## src/rtl/mdu_pkg.sv

```systemverilog
// Shared encodings for the iterative multiply/divide unit (mult_div_unit).
// Opcode and FSM-state enums, plus small opcode decode helpers.
package mdu_pkg;

  typedef enum logic [1:0] {
    OP_MULT  = 2'b00,
    OP_MULTU = 2'b01,
    OP_DIV   = 2'b10,
    OP_DIVU  = 2'b11
  } op_e;

  typedef enum logic [1:0] {
    ST_IDLE  = 2'b00,
    ST_MUL   = 2'b01,
    ST_DIV   = 2'b10,
    ST_FIXUP = 2'b11
  } state_e;

  // Even opcodes (mult, div) treat operands as two's complement.
  function automatic logic op_is_signed(input logic [1:0] op);
    return ~op[0];
  endfunction

  function automatic logic op_is_div(input logic [1:0] op);
    return op[1];
  endfunction

endpackage

```

## src/rtl/mult_div_unit_if.sv

```systemverilog
// Request/result bundle between the MIPS datapath and mult_div_unit.
// master = datapath side, slave = the multiply/divide unit.
interface mult_div_unit_if #(
  parameter int DATA_WIDTH = 32
) ();

  logic                  start_i;
  logic [1:0]            op_i;
  logic [DATA_WIDTH-1:0] a_i;
  logic [DATA_WIDTH-1:0] b_i;
  logic                  hi_write_i;
  logic                  lo_write_i;
  logic [DATA_WIDTH-1:0] write_data_i;
  logic                  busy_o;
  logic                  done_o;
  logic                  div_zero_o;
  logic [DATA_WIDTH-1:0] hi_o;
  logic [DATA_WIDTH-1:0] lo_o;

  modport master (
    output start_i, op_i, a_i, b_i, hi_write_i, lo_write_i, write_data_i,
    input  busy_o, done_o, div_zero_o, hi_o, lo_o
  );

  modport slave (
    input  start_i, op_i, a_i, b_i, hi_write_i, lo_write_i, write_data_i,
    output busy_o, done_o, div_zero_o, hi_o, lo_o
  );

endinterface

```

## src/rtl/mdu_sign_fixup.sv

```systemverilog
// Conditional two's-complement negation of a HI/LO pair, either as two
// independent words (abs of operands, quotient/remainder) or as one 2W product.
module mdu_sign_fixup #(
  parameter int DATA_WIDTH = 32
) (
  input  logic [DATA_WIDTH-1:0] hi_in,
  input  logic [DATA_WIDTH-1:0] lo_in,
  input  logic                  neg_hi,
  input  logic                  neg_lo,
  input  logic                  joined,   // treat {hi,lo} as one value, sign in neg_lo
  output logic [DATA_WIDTH-1:0] hi_out,
  output logic [DATA_WIDTH-1:0] lo_out
);

  logic [2*DATA_WIDTH-1:0] wide;
  logic [2*DATA_WIDTH-1:0] wide_fixed;
  logic [DATA_WIDTH-1:0]   hi_fixed;
  logic [DATA_WIDTH-1:0]   lo_fixed;

  assign wide       = {hi_in, lo_in};
  assign wide_fixed = neg_lo ? -wide : wide;
  assign hi_fixed   = neg_hi ? -hi_in : hi_in;
  assign lo_fixed   = neg_lo ? -lo_in : lo_in;

  assign hi_out = joined ? wide_fixed[2*DATA_WIDTH-1:DATA_WIDTH] : hi_fixed;
  assign lo_out = joined ? wide_fixed[DATA_WIDTH-1:0]            : lo_fixed;

endmodule

```

## src/rtl/mult_div_unit.sv

```systemverilog
// Iterative MIPS multiply/divide unit with HI/LO registers (mult/multu/div/divu,
// mthi/mtlo). Optional macro MDU_FAST_MULT_EN: single-cycle combinational multiply.
module mult_div_unit
  import mdu_pkg::*;
#(
  parameter int DATA_WIDTH = 32
) (
  input  logic          clk,
  input  logic          reset,
  mult_div_unit_if.slave bus
);

  localparam int W     = DATA_WIDTH;
  localparam int CNT_W = (W > 1) ? $clog2(W) : 1;

  state_e           state, state_next;
  logic [CNT_W-1:0] cnt;
  logic [W-1:0]     operand_q;   // multiplicand or divisor magnitude
  logic [2*W-1:0]   acc;         // {upper/remainder, lower/quotient}
  logic             neg_pq, neg_rem, is_mul;
  logic [W-1:0]     hi_q, lo_q;
  logic             done_q, div_zero_q;

  logic             sgn, div_by_zero, last_iter;
  logic [W-1:0]     a_abs, b_abs, fix_hi, fix_lo;
  logic [W:0]       mul_sum, div_shift, div_diff;
  logic [2*W-1:0]   mul_next, div_next;

  assign sgn         = op_is_signed(bus.op_i);
  assign div_by_zero = op_is_div(bus.op_i) && (bus.b_i == '0);
  assign last_iter   = (cnt == CNT_W'(W - 1));

  mdu_sign_fixup #(.DATA_WIDTH(W)) u_entry_fixup (
    .hi_in  (bus.a_i),
    .lo_in  (bus.b_i),
    .neg_hi (sgn & bus.a_i[W-1]),
    .neg_lo (sgn & bus.b_i[W-1]),
    .joined (1'b0),
    .hi_out (a_abs),
    .lo_out (b_abs)
  );

  mdu_sign_fixup #(.DATA_WIDTH(W)) u_exit_fixup (
    .hi_in  (acc[2*W-1:W]),
    .lo_in  (acc[W-1:0]),
    .neg_hi (neg_rem),
    .neg_lo (neg_pq),
    .joined (is_mul),
    .hi_out (fix_hi),
    .lo_out (fix_lo)
  );

  // Shift-add step: add multiplicand when the multiplier LSB is set, shift right.
  assign mul_sum  = {1'b0, acc[2*W-1:W]} + {1'b0, operand_q};
  assign mul_next = acc[0] ? {mul_sum, acc[W-1:1]} : {1'b0, acc[2*W-1:1]};

  // Restoring step: bit W of the difference is the borrow, i.e. "does not fit".
  assign div_shift = {acc[2*W-1:W], acc[W-1]};
  assign div_diff  = div_shift - {1'b0, operand_q};
  assign div_next  = div_diff[W] ? {div_shift[W-1:0], acc[W-2:0], 1'b0}
                                 : {div_diff[W-1:0],  acc[W-2:0], 1'b1};

`ifdef MDU_FAST_MULT_EN
  logic [2*W-1:0] fast_prod;
  assign fast_prod = {{W{1'b0}}, a_abs} * {{W{1'b0}}, b_abs};
`endif

  always_ff @(posedge clk or posedge reset) begin
    if (reset) state <= ST_IDLE;
    else       state <= state_next;
  end

  always_comb begin
    // NOTE: default assigned first so every path drives state_next; no latch.
    state_next = state;
    case (state)
      ST_IDLE: begin
        if (bus.start_i) begin
          if (op_is_div(bus.op_i)) begin
            state_next = div_by_zero ? ST_FIXUP : ST_DIV;
          end else begin
`ifdef MDU_FAST_MULT_EN
            state_next = ST_FIXUP;
`else
            state_next = ST_MUL;
`endif
          end
        end
      end
      ST_MUL, ST_DIV: if (last_iter) state_next = ST_FIXUP;
      ST_FIXUP:       state_next = ST_IDLE;
      default:        state_next = ST_IDLE;
    endcase
  end

  // NOTE: non-blocking assignments so every register samples pre-edge values.
  always_ff @(posedge clk or posedge reset) begin
    if (reset) begin
      cnt        <= '0;
      operand_q  <= '0;
      acc        <= '0;
      neg_pq     <= 1'b0;
      neg_rem    <= 1'b0;
      is_mul     <= 1'b0;
      hi_q       <= '0;
      lo_q       <= '0;
      done_q     <= 1'b0;
      div_zero_q <= 1'b0;
    end else begin
      done_q <= 1'b0;
      case (state)
        ST_IDLE: begin
          if (bus.start_i) begin
            cnt        <= '0;
            div_zero_q <= div_by_zero;
            is_mul     <= ~op_is_div(bus.op_i);
            neg_pq     <= ~div_by_zero & sgn & (bus.a_i[W-1] ^ bus.b_i[W-1]);
            neg_rem    <= ~div_by_zero & sgn & bus.a_i[W-1];
            if (op_is_div(bus.op_i)) begin
              operand_q <= b_abs;
              acc       <= div_by_zero ? {bus.a_i, {W{1'b1}}} : {{W{1'b0}}, a_abs};
            end else begin
              operand_q <= a_abs;
`ifdef MDU_FAST_MULT_EN
              acc       <= fast_prod;
`else
              acc       <= {{W{1'b0}}, b_abs};
`endif
            end
          end else begin
            if (bus.hi_write_i) hi_q <= bus.write_data_i;
            if (bus.lo_write_i) lo_q <= bus.write_data_i;
          end
        end
        ST_MUL: begin
          acc <= mul_next;
          cnt <= cnt + CNT_W'(1);
        end
        ST_DIV: begin
          acc <= div_next;
          cnt <= cnt + CNT_W'(1);
        end
        ST_FIXUP: begin
          hi_q   <= fix_hi;
          lo_q   <= fix_lo;
          done_q <= 1'b1;
        end
        default: ;
      endcase
    end
  end

  // Stall the issuing instruction combinationally, before the FSM leaves IDLE.
  assign bus.busy_o     = (state != ST_IDLE) || bus.start_i;
  assign bus.done_o     = done_q;
  assign bus.div_zero_o = div_zero_q;
  assign bus.hi_o       = hi_q;
  assign bus.lo_o       = lo_q;

endmodule
```

## src/flat_wrapper.sv

```systemverilog
// flat-port wrapper written by rule: the top's interface ports become plain ports
module mult_div_unit_flat import mdu_pkg::*;
#(
  parameter int DATA_WIDTH = 32
)
  (clk, reset, bus_start_i, bus_op_i, bus_a_i, bus_b_i, bus_hi_write_i, bus_lo_write_i, bus_write_data_i, bus_busy_o, bus_done_o, bus_div_zero_o, bus_hi_o, bus_lo_o);
  mult_div_unit_if #(.DATA_WIDTH(DATA_WIDTH)) bus_i ();
  input  logic clk;
  input  logic reset;
  input wire logic [$bits(bus_i.start_i)-1:0] bus_start_i;
  input wire logic [$bits(bus_i.op_i)-1:0] bus_op_i;
  input wire logic [$bits(bus_i.a_i)-1:0] bus_a_i;
  input wire logic [$bits(bus_i.b_i)-1:0] bus_b_i;
  input wire logic [$bits(bus_i.hi_write_i)-1:0] bus_hi_write_i;
  input wire logic [$bits(bus_i.lo_write_i)-1:0] bus_lo_write_i;
  input wire logic [$bits(bus_i.write_data_i)-1:0] bus_write_data_i;
  output wire logic [$bits(bus_i.busy_o)-1:0] bus_busy_o;
  output wire logic [$bits(bus_i.done_o)-1:0] bus_done_o;
  output wire logic [$bits(bus_i.div_zero_o)-1:0] bus_div_zero_o;
  output wire logic [$bits(bus_i.hi_o)-1:0] bus_hi_o;
  output wire logic [$bits(bus_i.lo_o)-1:0] bus_lo_o;
  assign bus_i.start_i = bus_start_i;
  assign bus_i.op_i = bus_op_i;
  assign bus_i.a_i = bus_a_i;
  assign bus_i.b_i = bus_b_i;
  assign bus_i.hi_write_i = bus_hi_write_i;
  assign bus_i.lo_write_i = bus_lo_write_i;
  assign bus_i.write_data_i = bus_write_data_i;
  assign bus_busy_o = bus_i.busy_o;
  assign bus_done_o = bus_i.done_o;
  assign bus_div_zero_o = bus_i.div_zero_o;
  assign bus_hi_o = bus_i.hi_o;
  assign bus_lo_o = bus_i.lo_o;
  mult_div_unit #(.DATA_WIDTH(DATA_WIDTH)) u_core (.clk(clk), .reset(reset), .bus(bus_i));
endmodule
```

## config.mk

```make
export PLATFORM = sky130hd
export DESIGN_NAME = mult_div_unit_flat
export DESIGN_NICKNAME = d
export VERILOG_FILES = /design/src/rtl/mdu_pkg.sv /design/src/rtl/mult_div_unit_if.sv /design/src/rtl/mdu_sign_fixup.sv /design/src/rtl/mult_div_unit.sv /design/src/flat_wrapper.sv
export SDC_FILE = /design/constraint.sdc
export NUM_CORES = 1
export LEC_CHECK = 0
export ABC_AREA = 1
export BUFFER_PORTS_ARGS = -buffer_cell sky130_fd_sc_hd__buf_4
export CORE_MARGIN = 2
export CORE_UTILIZATION = 30
export DETAILED_ROUTE_END_ITERATION = 10
export SETUP_SLACK_MARGIN = 0.05
export SLEW_MARGIN = 20
export SYNTH_ARGS = -nofsm -noshare
export SYNTH_HDL_FRONTEND = slang
export SYNTH_SLANG_ARGS = --single-unit
```

## constraint.sdc

```tcl
create_clock -name clk -period 6.3 [get_ports clk]
set_clock_uncertainty 0.1 [all_clocks]
set_input_delay 1.26 -clock clk [delete_from_list [all_inputs] [get_ports clk]]
set_output_delay 1.26 -clock clk [all_outputs]
set_load 0.005 [all_outputs]
```

==> results by group <==
Detailed routing
  • DRC violation count after routing: 0
  • Drt via density: 5.33
  • Average wire per standard cell: roughly 21 um
  • Drt first pass iters: 6
  • DRT Wirelength: 90,900 um
  • Antenna Violating Nets Remaining: 0
  • Via Count: around 23,000
  • 1st-iter DRT viols: slightly below 3,000

Setup path
  • Arrival @ worst endpoint: between 2 and 2.5 ns
  • Crit path capture type: output port
  • CP startpoint kind: flop
  • WP data required: 4.94 ns
  • Cell mode on critical path: inv_1
  • CP Class: flop to output port
  • Critical Path, Cell by Cell: inv_1 -> ha_1 -> inv_1 -> nor2_1 -> inv_1 -> buf_4
  • Reg2reg path depth: 16
  • Slowest-stage cell, CP: nor2_1
  • Crit path depth: 6
  • Critical Path Fanout Max: 6
  • Critical path buffer and inverter count: 4
  • Slowest stage delay, CP: between 0.4 and 0.5 ns
  • Worst path top cell family by delay: buffers and inverters

Run
  • Max-Cap Viols: 0

Synthesis
  • Ys flop type: dfrtp_1
  • Post-synth EDFFs: 0
  • Mapped cell area: between 0.015 and 0.02 mm^2
  • Synth top area cells: dfrtp_1, nand2_1, nand3_1, inv_1, a21oi_1
  • Flops & latches, synth: ~170
  • Post-Syn Instances: 3,307
  • Sequential share of the synthesized area: between 20% and 30%
  • Synth cell types: 52
  • Synth warn: 0
  • Post-synth ARST share: 100%
  • Syn avg cell area: about 5.7 um^2
  • Syn Nets: roughly 3,500
  • Synth top area share: between 20 and 25%
  • Cell taking the most area after synthesis: dfrtp_1

Floorplan
  • Core area: 0.0619 mm^2
  • Die area: around 0.065 mm^2
  • Row count: between 90 and 100
  • Initial core utilization: 30.5%
  • Die height: 255 um
  • Io pins: 170
  • Die X: 255 um

Timing
  • Hold Vio Cnt, Final: 0
  • Max-slew headroom: 31.1%
  • Final setup TNS: 0 ns
  • Setup violations, final: 0
  • Period utilisation layout: 58.0%
  • Fmax: approximately 0.27 GHz
  • Hold slack: ~0.39 ns
  • RSZ-0062 raised after global routing: false
  • Slew @ Worst Pin: roughly 1.0 ns
  • Max-slew violations: 0
  • Fin crit period: about 3.7 ns

Pwr
  • Switching share of power: approximately 60%
  • Clock share of power: under 10%
  • Power per cell area: approximately 640 mW/mm^2
  • Register share of total power: 18.8%
  • Leakage: 10.9 nW
  • Max VDD drop: 0.000201 V
  • Net Sw Power: about 0.0083 W
  • Internal power: around 0.0054 W
  • Comb power frac: roughly 72%

Layout
  • Final non-filler cell total: 4,252
  • Most common cell after layout, fill and taps aside: nand2_1
  • Post-layout util: roughly a third
  • Final #Nets: ~3,600
  • Fill count: about 7,000
  • Area taken by flip-flops and latches: around 0.0043 mm^2
  • Most frequent cells in the layout: nand2_1, inv_1, nor2_1, nand3_1, a21oi_1
  • Multi-input gate area: between 0.01 and 0.015 mm^2
  • Layout cells sized above 1: under 10%
  • Area Growth Syn to Fin: 14.2%

Placement
  • Placed insts: around 4,200
  • Detailed placement HPWL: 73,400 um
  • RD Place Congestion: 1.03
  • PortBufs: roughly 170

CTS
  • Clock latency on the worst-skew pair: 0.51 ns
  • TritonCTS clock tree: yes
  • # hold bufs at CTS: 0
  • Clock Root Buffer: clkbuf_16
  • Largest buffer count on any clock path: 2
  • CTS Sinks: between 150 and 200
  • Clock transition at path regs: around 0.080 ns
  • Post-CTS Setup Repair Bufs: 0
  • H-tree depth: 4
  • Cts repair resizes: 0
  • CTS buffer count: 17

Global routing
  • First-pass GRT wire length: 132,000 um
  • Gr usage total: between 20% and 30%
  • Antenna violations before repair: 0
  • Vias in the first global route: roughly 20,000
  • Largest net degree at the start of global routing: roughly 120
  • Grt total ovfl: 0

Status
  • Status: completed

Worst hold path
  • Hold path depth: 2
  • Worst Hold Class: flop to flop
-- tightest hold or removal path, cell delays in order (launching register included) --
cell and delay (ns):
dfrtp_1 0.34, nand2_1 0.06, nand2_1 0.06
-- power groups by stage --
stage,Clock (W),Sequential [W],Combinational [W]
2_1_floorplan,0,0.00208,0.00676
3_3_place_gp,0,0.00254,0.00967
3_5_place_dp,0,0.00255,0.00967
4_1_cts,0.00125,0.00253,0.00971
5_1_grt,0.00128,0.00260,0.0110
6_report,0.00123,0.00260,0.00996
-- area by class of cell --
cell class	instances	area share [%]
diodes	1	0.0116
clock buffers	18	2.04
clock inverters	14	1.03
inverters	436	7.62
multi-input cells	2581	57.7
flip-flops and latches	172	20.0
well taps	837	4.86
repair buffers	193	6.78
-- per-stage QoR --
stage | area (um^2) | total power, W | worst slack (ns)
after detailed placement | 20900 | 0.0122 | 2.54
after global routing | 21600 | 0.0148 | 2.49
final | 21600 | 0.0138 | 2.65
after floorplan | 18900 | 0.00883 | 0.280
after global placement | 20900 | 0.0122 | 2.59
after CTS | 21600 | 0.0135 | 2.67
-- cell usage after synthesis, types with 6 or more instances --
| library cell | n |
|---|---|
| o21ai_0 | 93 |
| nand3_1 | 327 |
| nor3_1 | 19 |
| ha_1 | 74 |
| nor2_2 | 8 |
| clkbuf_1 | 82 |
| dfrtp_1 | 172 |
| o221ai_1 | 15 |
| o21ai_1 | 11 |
| xor2_1 | 44 |
| buf_1 | 17 |
| a31oi_1 | 17 |
| o211ai_1 | 22 |
| nand4_1 | 34 |
| o22ai_1 | 30 |
| nand2_1 | 1108 |
| nor2_1 | 356 |
| inv_2 | 15 |
| xnor2_1 | 26 |
| nand2_2 | 7 |
| o21bai_1 | 6 |
| inv_1 | 421 |
| a21oi_1 | 308 |
| a22oi_1 | 16 |
| buf_2 | 13 |
| nand3b_1 | 12 |
-- per-layer routing --
| layer | GRT usage (%) | up-vias | wire length, um |
|---|---|---|---|
| met1 | 39.6 | 10427 | 39900 |
| met2 | 39.4 | 1192 | 37200 |
| li1 | - | 10854 | - |
| met4 | 13.7 | 0 | 4650 |
| met3 | 4.81 | 188 | 9120 |
| met5 | 0 | - | 0 |
-- worst paths after layout --
kind,start,to,slack [ns]
min in group asynchronous,reset,u_core.bus.lo_o[17]$_DFFE_PP0P_,0.69
max reg2reg,u_core.operand_q[24]$_DFFE_PP0P_,u_core.acc[61]$_DFFE_PP0P_,2.76
min reg2reg,u_core.acc[63]$_DFFE_PP0P_,u_core.acc[63]$_DFFE_PP0P_,0.39
min,u_core.acc[63]$_DFFE_PP0P_,u_core.acc[63]$_DFFE_PP0P_,0.39
max,u_core.state[1]$_DFFE_PP0P_,bus_busy_o,2.65
max in group asynchronous,reset,u_core.acc[62]$_DFFE_PP0P_,4.24
-- flip-flops by register name, summed over array words and instances (netlist names) --
signal                 cells
u_core.acc                64
u_core.bus.hi_o           32
u_core.bus.lo_o           32
u_core.operand_q          32
u_core.cnt                 5
u_core.state               2
u_core.bus.div_zero_o      1
u_core.bus.done_o          1
u_core.is_mul              1
u_core.neg_pq              1
u_core.neg_rem             1
-- cells by family after synthesis --
family / synth area share, %
xor gates and xnor gates: 3.25
AOI/OAI and AO/OA: 15.9
adders and majority gates: 5.12
and+or+nand+nor: 41.6
buffers and inverters: 11.3
DFF: 22.8
No activity file was read; power rests on OpenSTA's default activity.
